### src/rtl/telemetry_framer.sv
// Telemetry framer: snapshots masked sensor channels and streams them as a
// sequenced, length-prefixed, checksummed byte frame to a byte transmitter.
module telemetry_framer #(
  parameter int unsigned NUM_CH        = 14,
  parameter int unsigned CH_BYTES      = 3,
  parameter logic [7:0]  SYNC_BYTE     = 8'hA5,
  parameter int unsigned PERIOD_CYCLES = 500000
) (
  input  logic                           clk,
  input  logic                           rst_n,
  input  logic [NUM_CH*8*CH_BYTES-1:0]   ch_data,
  input  logic [NUM_CH-1:0]              ch_mask,
  input  logic                           trigger,
  input  logic                           auto_en,
  output logic [7:0]                     tx_data,
  output logic                           new_tx_data,
  input  logic                           tx_busy,
  output logic                           frame_active,
  output logic                           overrun,
  output logic [7:0]                     seq
);

  localparam int unsigned CH_W = 8 * CH_BYTES;
  localparam int unsigned DW   = NUM_CH * CH_W;
  localparam int unsigned CW   = $clog2(NUM_CH + 1);
  localparam int unsigned BW   = (CH_BYTES > 1) ? $clog2(CH_BYTES) : 1;
  localparam int unsigned PW   = $clog2(PERIOD_CYCLES);
  localparam logic [PW-1:0] PERIOD_RELOAD = PW'(PERIOD_CYCLES - 1);

  localparam logic [2:0] S_IDLE   = 3'd0;
  localparam logic [2:0] S_SNAP   = 3'd1;
  localparam logic [2:0] S_LOAD   = 3'd2;
  localparam logic [2:0] S_STROBE = 3'd3;
  localparam logic [2:0] S_HOLD   = 3'd4;
  localparam logic [2:0] S_DRAIN  = 3'd5;

  localparam logic [2:0] P_SYNC = 3'd0;
  localparam logic [2:0] P_SEQ  = 3'd1;
  localparam logic [2:0] P_LEN  = 3'd2;
  localparam logic [2:0] P_PAY  = 3'd3;
  localparam logic [2:0] P_DONE = 3'd4;

  logic [2:0]        r_state;
  logic [2:0]        w_state_nxt;
  logic [PW-1:0]     r_period;
  logic [DW-1:0]     r_snap_data;
  logic [NUM_CH-1:0] r_snap_mask;
  logic [7:0]        r_len;
  logic [7:0]        r_cks;
  logic [2:0]        r_phase;
  logic [CW-1:0]     r_ch;
  logic [BW-1:0]     r_bi;
  logic [7:0]        r_tx_data;
  logic              r_new_tx;
  logic              r_frame_active;
  logic              r_overrun;
  logic [7:0]        r_seq;

  logic              w_tick;
  logic              w_req;
  logic              w_found;
  logic [CW-1:0]     w_cur_ch;
  logic [CH_W-1:0]   w_ch_word;
  logic [7:0]        w_pay_byte;
  logic [7:0]        w_cks_byte;
  logic [7:0]        w_byte;
  logic              w_acc;
  logic [31:0]       w_pop;
  logic [7:0]        w_len;

  assign tx_data      = r_tx_data;
  assign new_tx_data  = r_new_tx;
  assign frame_active = r_frame_active;
  assign overrun      = r_overrun;
  assign seq          = r_seq;

  assign w_tick     = auto_en & (r_period == '0);
  assign w_req      = trigger | w_tick;
  assign w_cks_byte = 8'd0 - r_cks;

  // Free-running period timer, parked at reload while auto triggering is off
  always_ff @(posedge clk or negedge rst_n) begin
    if (!rst_n) begin
      r_period <= PERIOD_RELOAD;
    end else if (!auto_en || (r_period == '0)) begin
      r_period <= PERIOD_RELOAD;
    end else begin
      r_period <= r_period - PW'(1);
    end
  end

  always_comb begin
    w_pop = 32'd0;
    for (int unsigned k = 0; k < NUM_CH; k++) begin
      w_pop = w_pop + 32'(ch_mask[k]);
    end
    w_len = 8'(w_pop * CH_BYTES);
  end

  // Next enabled channel at or after r_ch; none left means the CKS byte is due
  always_comb begin
    w_found  = 1'b0;
    w_cur_ch = '0;
    for (int unsigned k = 0; k < NUM_CH; k++) begin
      if (!w_found && r_snap_mask[k] && (CW'(k) >= r_ch)) begin
        w_found  = 1'b1;
        w_cur_ch = CW'(k);
      end
    end
  end

  always_comb begin
    w_ch_word  = '0;
    w_pay_byte = '0;
    for (int unsigned k = 0; k < NUM_CH; k++) begin
      if (CW'(k) == w_cur_ch) w_ch_word = r_snap_data[k*CH_W +: CH_W];
    end
    for (int unsigned b = 0; b < CH_BYTES; b++) begin
      if (BW'(b) == r_bi) w_pay_byte = w_ch_word[(CH_BYTES-1-b)*8 +: 8];
    end
  end

  always_comb begin
    w_byte = w_cks_byte;
    w_acc  = 1'b0;
    case (r_phase)
      P_SYNC: w_byte = SYNC_BYTE;
      P_SEQ:  begin w_byte = r_seq; w_acc = 1'b1; end
      P_LEN:  begin w_byte = r_len; w_acc = 1'b1; end
      P_PAY:  begin
        w_byte = w_found ? w_pay_byte : w_cks_byte;
        w_acc  = w_found;
      end
      default: w_byte = w_cks_byte;
    endcase
  end

  always_ff @(posedge clk or negedge rst_n) begin
    if (!rst_n) r_state <= S_IDLE;
    else        r_state <= w_state_nxt;
  end

  always_comb begin
    w_state_nxt = r_state;
    case (r_state)
      S_IDLE:   if (w_req) w_state_nxt = S_SNAP;
      S_SNAP:   w_state_nxt = S_LOAD;
      S_LOAD:   if (!tx_busy) w_state_nxt = S_STROBE;
      S_STROBE: w_state_nxt = S_HOLD;
      S_HOLD:   w_state_nxt = S_DRAIN;
      S_DRAIN:  if (!tx_busy) w_state_nxt = (r_phase == P_DONE) ? S_IDLE : S_LOAD;
      default:  w_state_nxt = S_IDLE;
    endcase
  end

  // Frame datapath: snapshot, byte sequencing, checksum and output strobes
  always_ff @(posedge clk or negedge rst_n) begin
    if (!rst_n) begin
      r_snap_data    <= '0;
      r_snap_mask    <= '0;
      r_len          <= '0;
      r_cks          <= '0;
      r_phase        <= P_SYNC;
      r_ch           <= '0;
      r_bi           <= '0;
      r_tx_data      <= '0;
      r_new_tx       <= 1'b0;
      r_frame_active <= 1'b0;
      r_overrun      <= 1'b0;
      r_seq          <= '0;
    end else begin
      r_overrun <= w_req && (r_state != S_IDLE);
      r_new_tx  <= (r_state == S_LOAD) && !tx_busy;
      case (r_state)
        S_IDLE: if (w_req) r_frame_active <= 1'b1;
        S_SNAP: begin
          r_snap_data <= ch_data;
          r_snap_mask <= ch_mask;
          r_len       <= w_len;
          r_cks       <= '0;
          r_phase     <= P_SYNC;
          r_ch        <= '0;
          r_bi        <= '0;
        end
        S_LOAD: r_tx_data <= w_byte;
        S_STROBE: begin
          if (w_acc) r_cks <= r_cks + r_tx_data;
          case (r_phase)
            P_SYNC: r_phase <= P_SEQ;
            P_SEQ:  r_phase <= P_LEN;
            P_LEN:  r_phase <= P_PAY;
            P_PAY: begin
              if (!w_found) begin
                r_phase <= P_DONE;
              end else if (r_bi == BW'(CH_BYTES - 1)) begin
                r_bi <= '0;
                r_ch <= w_cur_ch + CW'(1);
              end else begin
                r_bi <= r_bi + BW'(1);
              end
            end
            default: r_phase <= P_DONE;
          endcase
        end
        S_DRAIN: begin
          if (!tx_busy && (r_phase == P_DONE)) begin
            r_frame_active <= 1'b0;
            r_seq          <= r_seq + 8'd1;
          end
        end
        default: ;
      endcase
    end
  end

endmodule
### config.mk
export PLATFORM = sky130hd
export DESIGN_NAME = telemetry_framer
export DESIGN_NICKNAME = d
export VERILOG_FILES = /design/src/rtl/telemetry_framer.sv
export SDC_FILE = /design/constraint.sdc
export NUM_CORES = 1
export LEC_CHECK = 0
export BUFFER_PORTS_ARGS = -buffer_cell sky130_fd_sc_hd__buf_2
export CORE_MARGIN = 3
export CORE_UTILIZATION = 50
export CTS_BUF_LIST = sky130_fd_sc_hd__clkbuf_4 sky130_fd_sc_hd__clkbuf_8
export DETAILED_ROUTE_END_ITERATION = 7
export PLACE_DENSITY_LB_ADDON = 0.2
export SLEW_MARGIN = 20
export SYNTH_ARGS = -nofsm -noshare
export SYNTH_HDL_FRONTEND = slang
export SYNTH_SLANG_ARGS = --single-unit
### constraint.sdc
create_clock -name clk -period 5.7 [get_ports clk]
set_input_delay 0.57 -clock clk [delete_from_list [all_inputs] [get_ports clk]]
set_output_delay 0.57 -clock clk [all_outputs]
set_load 0.1 [all_outputs]
# Word-level counts from Yosys, hierarchy flattened
# Cells that the tools add are included.
# W data, S select, Z words.
# totals
register_bits,416
inputBits,355
# classes
n_mux,69
magnitude_cmp,14
eq_ne,34
bitwise_logic,2
n_mul,1
reduce_logical,62
add_sub_neg,19
# ops
operator,count
$mux W24,14
$mux W4,15
$mux W8,5
$pmux W8 S4,1
$logic_and A1 B1 Y1,30
$eq A4 B4 Y1 const A,6
$ge A4 B4 Y1 const A,6
$logic_not A19 Y1,1
$mux W19,1
$sub A19 B1 Y19 const B,1
$pmux W3 S6,1
$mux W1,17
$eq A3 B4 Y1 const A,4
$ge A3 B4 Y1 const A,4
$ne A2 B2 Y1 const B,8
$pmux W8 S2,1
$logic_not A1 Y1,15
$add A13 B1 Y14,1
$mul A14 B2 Y8 const B,1
$add A12 B1 Y13,1
$add A11 B1 Y12,1
$eq A3 B2 Y1 const B,4
$mux W3,4
$pmux W3 S4,1
other kinds (42),58

# Depth between registers and ports, before layout
# Gate-level depths: netlist (run 1).
# depth
depth_word,75
ltp_mapped,21
mapped_depth_nobuf,18

# Worst setup path before layout (run 1)
# No wires, ideal clock.
# synth_timing
path_type,input port to flip-flop
from,input ch_mask[0]
to,register r_len[3]
setup_slack_ns,1.351
t_required_ns,5.617
cell_stages,13
n_path_buf,0
arrival_ns,4.267
path_cell_list,fa_1 -> inv_1 -> fa_1 -> fa_1 -> fa_1 -> inv_1 -> ha_1 -> fa_1 -> xor2_1 -> inv_1 -> fa_1 -> xor2_1 -> o21ai_0
# synth_via
elab_chain_len,14
# synth_lines
item,line,source
start: declaration,12,"input logic [NUM_CH-1:0] ch_mask,"
$add A1 B1 Y2,95,w_pop = w_pop + 32'(ch_mask[k]);
$add A2 B1 Y3,95,
$add A3 B1 Y4,95,
$add A4 B1 Y5,95,
$add A5 B1 Y6,95,
$add A6 B1 Y7,95,
$add A7 B1 Y8,95,
$add A8 B1 Y9,95,
$add A9 B1 Y10,95,
$add A10 B1 Y11,95,
$add A11 B1 Y12,95,
$add A12 B1 Y13,95,
$add A13 B1 Y14,95,
$mul A14 B2 Y8,97,w_len = 8'(w_pop * CH_BYTES);
end signal: assignment,179,r_len <= w_len;
end: declaration,48,logic [7:0] r_len;
# Every way passes these cells.
# A chain may end at the register's enable or synchronous reset.

# Worst setup path after layout (run 1)
# layout_timing
from,register r_ch[3]
to,"register r_tx_data[5], in the netlist tx_data[5]"
# layout_via
elab_chain_len,75
elab_cells_between_ends,114
# layout_lines
item,line,source
start: declaration,51,logic [CW-1:0] r_ch;
start signal: assignment,197,r_ch <= w_cur_ch + CW'(1);
$ge A1 B4 Y1,105,if (!w_found && r_snap_mask[k] && (CW'(k) >= r_ch)) begin
$logic_and A1 B1 Y1,105,
$mux W1,105,
$logic_not A1 Y1,105,
$logic_and A1 B1 Y1 (2 in a row),105,
$mux W1,105,
$logic_not A1 Y1,105,
$logic_and A1 B1 Y1 (2 in a row),105,
(+41 left out),n/a,
$logic_not A1 Y1,105,
$logic_and A1 B1 Y1 (2 in a row),105,
$mux W4,105,
$logic_not A4 Y1,116,if (CW'(k) == w_cur_ch) w_ch_word = r_snap_data[k*CH_W +: CH_W];
$mux W24 (14 in a row),116,
$mux W8 (3 in a row),119,if (BW'(b) == r_bi) w_pay_byte = w_ch_word[(CH_BYTES-1-b)*8 +: 8];
$mux W8 (*),131,w_byte = w_found ? w_pay_byte : w_cks_byte;
$pmux W8 S4 (*),126,case (r_phase)
end signal: assignment,185,S_LOAD: r_tx_data <= w_byte;
end: declaration,53,logic [7:0] r_tx_data;
# Every way passes the cells marked *; elsewhere a longest branch is shown, timed or not.

==> results of run 1 <==
## report_power, final
| part | leakage [nW] | switching, mW | internal (mW) |
|---|---|---|---|
| Combinational | 6.74 | 5.06 | 2.34 |
| Sequential | 5.12 | 1.36 | 4.28 |
| Clock | 0.792 | 1.24 | 1.63 |
## how the worst min path moves through the flow
stage / cells past startpoint / end / slack, ns / from
after global placement: 1 / r_period[0]$_DFF_PN1_ / 0.44 / r_period[0]$_DFF_PN1_
final: 3 / r_snap_data[41]$_DFFE_PN0P_ / 0.1 / ch_data[41]
after global routing: 3 / r_snap_data[293]$_DFFE_PN0P_ / 0.1 / ch_data[293]
after detailed placement: 1 / r_period[0]$_DFF_PN1_ / 0.45 / r_period[0]$_DFF_PN1_
after CTS: 2 / new_tx_data$_DFF_PN0_ / 0.07 / tx_busy
after floorplan: 0 / frame_active$_DFFE_PN0P_ / 0.27 / rst_n
## cell type report
type | instances | area (um2) | area share, %
well taps | 532 | 666 | 2.69
clock buffers | 103 | 1280 | 5.18
inverters | 39 | 146 | 0.592
flip-flops and latches | 414 | 10400 | 41.9
multi-input cells | 1959 | 9780 | 39.6
repair buffers | 414 | 2260 | 9.15
clock inverters | 19 | 220 | 0.890
diodes | 1 | 2.50 | 0.0101
## cell usage in the layout (no fill, tap or decap), types with 7 or more instances in the layout
cell type,count
nand2_1,1158
dfrtp_1,403
buf_2,372
o21ai_0,108
a21oi_1,101
nor2_1,87
clkbuf_8,81
inv_1,38
nand3_1,37
o22ai_1,35
buf_4,34
nor3_1,31
a221oi_1,26
o211ai_1,22
clkbuf_4,22
xnor2_1,21
a211oi_1,20
ha_1,20
a22oi_1,18
o31ai_1,14
a221o_1,14
a22o_1,13
a31oi_1,13
nand2b_1,12
xor2_1,12
a21o_1,12
nor4_1,12
nor2b_1,11
and3_1,11
fa_1,11
dfstp_2,11
nand4_1,9
or3_1,9
o221ai_1,9
clkinv_2,8
o2111ai_1,7
a2bb2oi_1,7
## per-layer routing
metal | wire, um | share of wire, % | up-vias | global-route usage (%)
li1 | - | - | 9269 | -
met1 | 33700 | 42 | 9960 | 50.0
met2 | 36700 | 45 | 1004 | 55.7
met3 | 6820 | 8.4 | 191 | 7.87
met4 | 3790 | 4.7 | 0 | 15.8
met5 | 0 | 0 | - | 0
## state kept, by name, indices dropped and copies added, names as in the netlist, 2 cells and up
| name | count |
|---|---|
| r_snap_mask | 14 |
| r_phase | 3 |
| r_state | 3 |
| r_ch | 4 |
| r_bi | 2 |
| r_len | 6 |
| r_period | 19 |
| r_cks | 8 |
| tx_data | 8 |
| seq | 8 |
| r_snap_data | 336 |
## tightest hold or removal path: stages
cell and delay [ns]:
buf_2 0.07, nand2_1 0.04, nand2_1 0.04
## cell families (layout without fill, tap and decap cells)
group | count (synthesis) | after routing | share of synthesized area (%)
and+or+nand+nor | 1406 | 1406 | 27.0
AOI/OAI and AO/OA | 484 | 484 | 15.6
DFF | 414 | 414 | 49.7
buffers and inverters | 196 | 575 | 3.76
adders and majority gates | 34 | 34 | 2.43
xor gates and xnor gates | 33 | 33 | 1.38
muxes | 2 | 2 | 0.102
other | 0 | 1 | 0
## stage by stage
step,cell area [um2],setup WS [ns]
after global placement,23200,0.504
after CTS,24700,0.434
after global routing,24700,0.0218
after detailed placement,23200,0.438
final,24700,0.213
after floorplan,20900,1.35
## repair_timing
| item | CTS | global route |
|---|---|---|
| hold buffers | 1 | 0 |
| hold endpoints to repair | 79 | 0 |
| endpoints found under the setup margin | 0 | 0 |
==> impl_results.md, run 1 <==
- Core area: about 41000 um2
- Yosys top cell area share: approximately 48%
- Worst slew pin tran: between 1 and 1.5 ns
- Yosys reg bits: 414
- RSZ-0062 raised after global routing: no
- Fill cells: roughly 3700
- Hold/Removal Path Class: input pin to register
- Initial DRC count: 2290
- Total track usage: between 30 and 40%
- Area of the mapped netlist: ~21000 um2
- Drt wl/cell: ~23 um
- Period minus WS final: approximately 5.5 ns
- Worst-path clk slew: around 0.06 ns
- CTS max path bufs: 3
- Synth cell types: 90
- Most frequent cell after synthesis: nand2_1
- H-tree levels: 3
- Setup crit end: tx_data[5]$_DFFE_PN0P_
- IO Pins: 374
- GP Congestion: ~1.1
- Post-Syn Nets: ~3000
- Die area: between 40000 and 50000 um2
- TritonRoute pass-1 iters: 6
- Final core utilization: approximately three fifths
- DR vias: approximately 20000
- DRC: 0
- WP depth: 15
- P_leak: approximately 13 nW
- Placed cells: about 3400
- Finished Layout Cells: 3481
- Max-slew violations: 0
- Total negative setup slack: 0 ns
- Sink Count: 414
- Highest Clock Rate: 0.182 GHz
- Final Total Pwr: 15.9 mW
- Initial antenna violation count: 2
- Post-synth EDFFs: 0
- Maximum VDD drop: 0.308 mV
- Final ANT Viol Nets: 0
- Main flop type after synthesis: dfrtp_1
- First-pass GRT wire length: ~120000 um
- Hpwl dp: 61500 um
- Most used cell, CP: nor2_1
- CP Launch Type: register
- Syn_area_per_cell: 8.13 um2
- Port bufs: between 300 and 400
- DIE WIDTH: 210 um
- Arrival time at the worst endpoint: 5.98 ns
- Reg2reg start: r_ch[3]$_DFFE_PN0P_
- Ranking of synthesized cells by area: dfrtp_1 (48%), nand2_1 (21%), o21ai_0 (2.6%)
- CP peak stage delay: around 1.1 ns
- Num rows: 74
- Setup slack, reg-to-reg: 0.21 ns
- Setup CP Type: register to register
- R2R Path End: tx_data[5]$_DFFE_PN0P_
- Grt total ovfl: 0
- Part of the cycle the worst path needs: between 90 and 100%
- Path depth of the worst reg2reg path: 15
- Crit path capture type: register
- Outcome: completed
- Initial Util: approximately half
- Vias in the first global route: about 20000
- Area leader, netlist: dfrtp_1
- CTS resizes: 0
- Syn. warnings: 0
- Cts bufs inserted: 70
- CP required: around 6.2 ns
- # nets final: about 3300
- Number of hold violations in the final report: 0
- Worst skew pair latency: approximately 0.66 ns
- Worst path top cell family by delay: compound AO/OA/AOI/OAI gates
- Synth cell count leaders: nand2_1 (1158), dfrtp_1 (403), clkbuf_1 (130), o21ai_0 (108), a21oi_1 (102)
- Clock root buffer: clkbuf_8
- Largest net degree at the start of global routing: 204
- Fin Clk Skew: around 0.029 ns
- Crit path max fanout: 48
- Critical path's slowest cell: a2111oi_0
- Synth async-reset ratio: 100%
- Synthesis-to-finish area growth: 18.4%
- MaxCap Viol Count: 0
- Pwr dens: between 600 and 700 nW/um2
- Post-CTS Setup Bufs: 0
- Max transition margin: a little over a tenth
- Worst path bufs/invs: 2
- Proportion of layout cells with a drive suffix above 1: ~20%
- Final setup vio count: 0
- Mapped Cells: ~2600
- WHS: 0.0981 ns
- TritonCTS clock tree: built
- Routed vias/inst: approximately 5.9
- Drt total wl: about 81000 um
- Post-synthesis sequential area ratio: between 40% and 50%
- Critical path launch point: r_ch[3]$_DFFE_PN0P_
- Die height: 210 um
- CP Cell Sequence: nor3_1 -> a21boi_1 -> nor2_1 -> a22oi_1 -> o21ai_0 -> a21oi_1 -> inv_1 -> ha_2 -> buf_4 -> nand3_1 -> nor2_1 -> nor2_1 -> a2111oi_0 -> o311a_1 -> o311ai_1
No activity file was read; power rests on OpenSTA's default activity.
==> inputs of run 2 (changes only) <==
REMOVE_ABC_BUFFERS = 1   (was not set)
SKIP_CTS_REPAIR_TIMING = 1   (was not set)
==> run 2 against run 1 <==
- worst hold slack improved by 0.013 ns
- first-iteration DRC count rose by 28%
- total power fell by 2.1%
- clock skew fell by 0.0047 ns
- highest routed layer is now met5
- global-route usage fell by 2.3 points
- register-to-register slack improved by 0.10 ns
- count of clock-buffer cells in the layout rose by 6
- critical path type unchanged
- cell area rose by 0.22%
- clock power rose by 1%
==> impl_results.md, run 2 (synthesis results as in run 1) <==
- Commonest non-fill, non-tap cell in the layout: nand2_1
- TritonCTS clock tree: built
- Placed cells: about 3400
- Num rows: 74
- Worst skew pair latency: between 0.6 and 0.7 ns
- Grt total ovfl: 0
- Maximum VDD drop: between 0.3 and 0.4 mV
- Largest net degree at the start of global routing: 220
- Fin Clk Skew: around 0.025 ns
- Proportion of layout cells with a drive suffix above 1: about 20%
- Largest registers: r_snap_data (336), r_period (19), r_snap_mask (14)
- Max reg flops: 336
- Largest Register: r_snap_data
- WHS: roughly 0.11 ns
- Arrival time at the worst endpoint: slightly below 6 ns
- Outcome: completed
- GP Congestion: between 0.9 and 1
- Non-Filler Cell Area, Final: about 25000 um2
- Max-slew violations: 0
- CP Cell Sequence: nor3_1 -> a21boi_1 -> nor2_1 -> a22oi_1 -> o21ai_0 -> a21oi_1 -> ha_1 -> buf_4 -> clkinv_1 -> nor2_2 -> nand3_1 -> o2111ai_1 -> a211oi_1 -> or4_1 -> a31oi_1 -> o41a_1
- Final setup vio count: 0
- Commonest non-fill, non-tap cells in the layout: nand2_1 (1158), dfrtp_1 (403), buf_2 (372)
- Setup CP Type: register to register
- P_leak: ~13 nW
- Fill cells: 3684
- Final core utilization: between 60% and 70%
- Total track usage: approximately a third
- Cts bufs inserted: 71
- Initial Util: about half
- CP Launch Type: register
- Highest Clock Rate: 0.186 GHz
- DR vias: around 20000
- Part of the cycle the worst path needs: a little over nine tenths
- Total negative setup slack: 0 ns
- Worst-path clk slew: approximately 0.06 ns
- Initial DRC count: between 2000 and 3000
- DP Area: 23200 um2
- Final ANT Viol Nets: 0
- # nets final: approximately 3300
- Final Total Pwr: between 15 and 20 mW
- Die height: between 200 and 250 um
- Number of hold violations in the final report: 0
- Crit path capture type: register
- DRC: 0
- H-tree levels: 3
- Period minus WS final: roughly 5.4 ns
- Core area: about 41000 um2
- Crit path max fanout: 16
- RSZ-0062 raised after global routing: no
- TritonRoute pass-1 iters: 7
- Max transition margin: 23.3%
- CP peak stage delay: around 0.85 ns
- Worst slew pin tran: approximately 1.2 ns
- Critical path's slowest cell: nor2_2
- Finished Layout Cells: around 3500
- MaxCap Viol Count: 0
- Drt total wl: 76700 um
- CTS max path bufs: 3
- Routed vias/inst: between 5 and 6
- Fin worst setup slack: between 0.3 and 0.4 ns
- Worst path bufs/invs: 2
- CP required: about 6.3 ns
- Port bufs: between 300 and 400
- Clock root buffer: clkbuf_8
- Setup WS pre-CTS: a little under 0.5 ns
- Synthesis-to-finish area growth: 18.7%
- IO Pins: 374
- Die area: 44300 um2
- Vias in the first global route: around 20000
- Drt wl/cell: approximately 22 um
- Pwr dens: between 600 and 700 nW/um2
- Hpwl dp: approximately 57000 um
- Hold/Removal Path Class: input pin to register
- Initial antenna violation count: 3
- Worst path top cell family by delay: simple AND/OR/NAND/NOR gates
- Sink Count: 414
- DIE WIDTH: 210 um
- First-pass GRT wire length: 115000 um
[run 2: metal layers]
layer / global-route usage, % / vias up / share of wire (%)
met5: 0 / - / 0.083
met4: 14.7 / 4 / 4.8
met3: 7.49 / 237 / 9.6
met2: 54.2 / 1146 / 46
met1: 45.0 / 9716 / 39
li1: - / 9275 / -
[run 2: worst register-to-register path, delay by kind of cell (launching register included)]
family | cells | cell delay [ns]
and+or+nand+nor | 5 | 2.09
AOI/OAI and AO/OA | 8 | 1.80
buffers and inverters | 2 | 0.63
DFF | 1 | 0.56
adders and majority gates | 1 | 0.24
[run 2: final cells by class]
class	count	area, um2	share of cell area [%]
Clock inverter	17	160	0.646
Timing Repair Buffer	410	2260	9.12
Sequential cell	414	10400	41.9
Inverter	39	146	0.591
Tap cell	532	666	2.69
Multi-Input combinational cell	1959	9800	39.5
Antenna cell	1	2.50	0.0101
Clock buffer	109	1380	5.57
[run 2: where the power goes]
group	internal, mW	total [mW]	leakage (nW)	switching (mW)
logic	2.30	7.09	6.73	4.79
registers	4.28	5.58	5.12	1.30
clock network	1.65	2.91	0.821	1.26
[run 2: worst paths after layout]
path	to	slack, ns	startpoint	cells past startpoint
max	tx_data[3]$_DFFE_PN0P_	0.31	r_ch[2]$_DFFE_PN0P_	16
min	r_snap_data[59]$_DFFE_PN0P_	0.11	ch_data[59]	3
max reg2reg	tx_data[3]$_DFFE_PN0P_	0.31	r_ch[2]$_DFFE_PN0P_	16
min reg2reg	r_period[0]$_DFF_PN1_	0.46	r_period[0]$_DFF_PN1_	1
max in group asynchronous	r_snap_data[90]$_DFFE_PN0P_	3.84	rst_n	4
min in group asynchronous	r_period[10]$_DFF_PN0_	0.42	rst_n	2
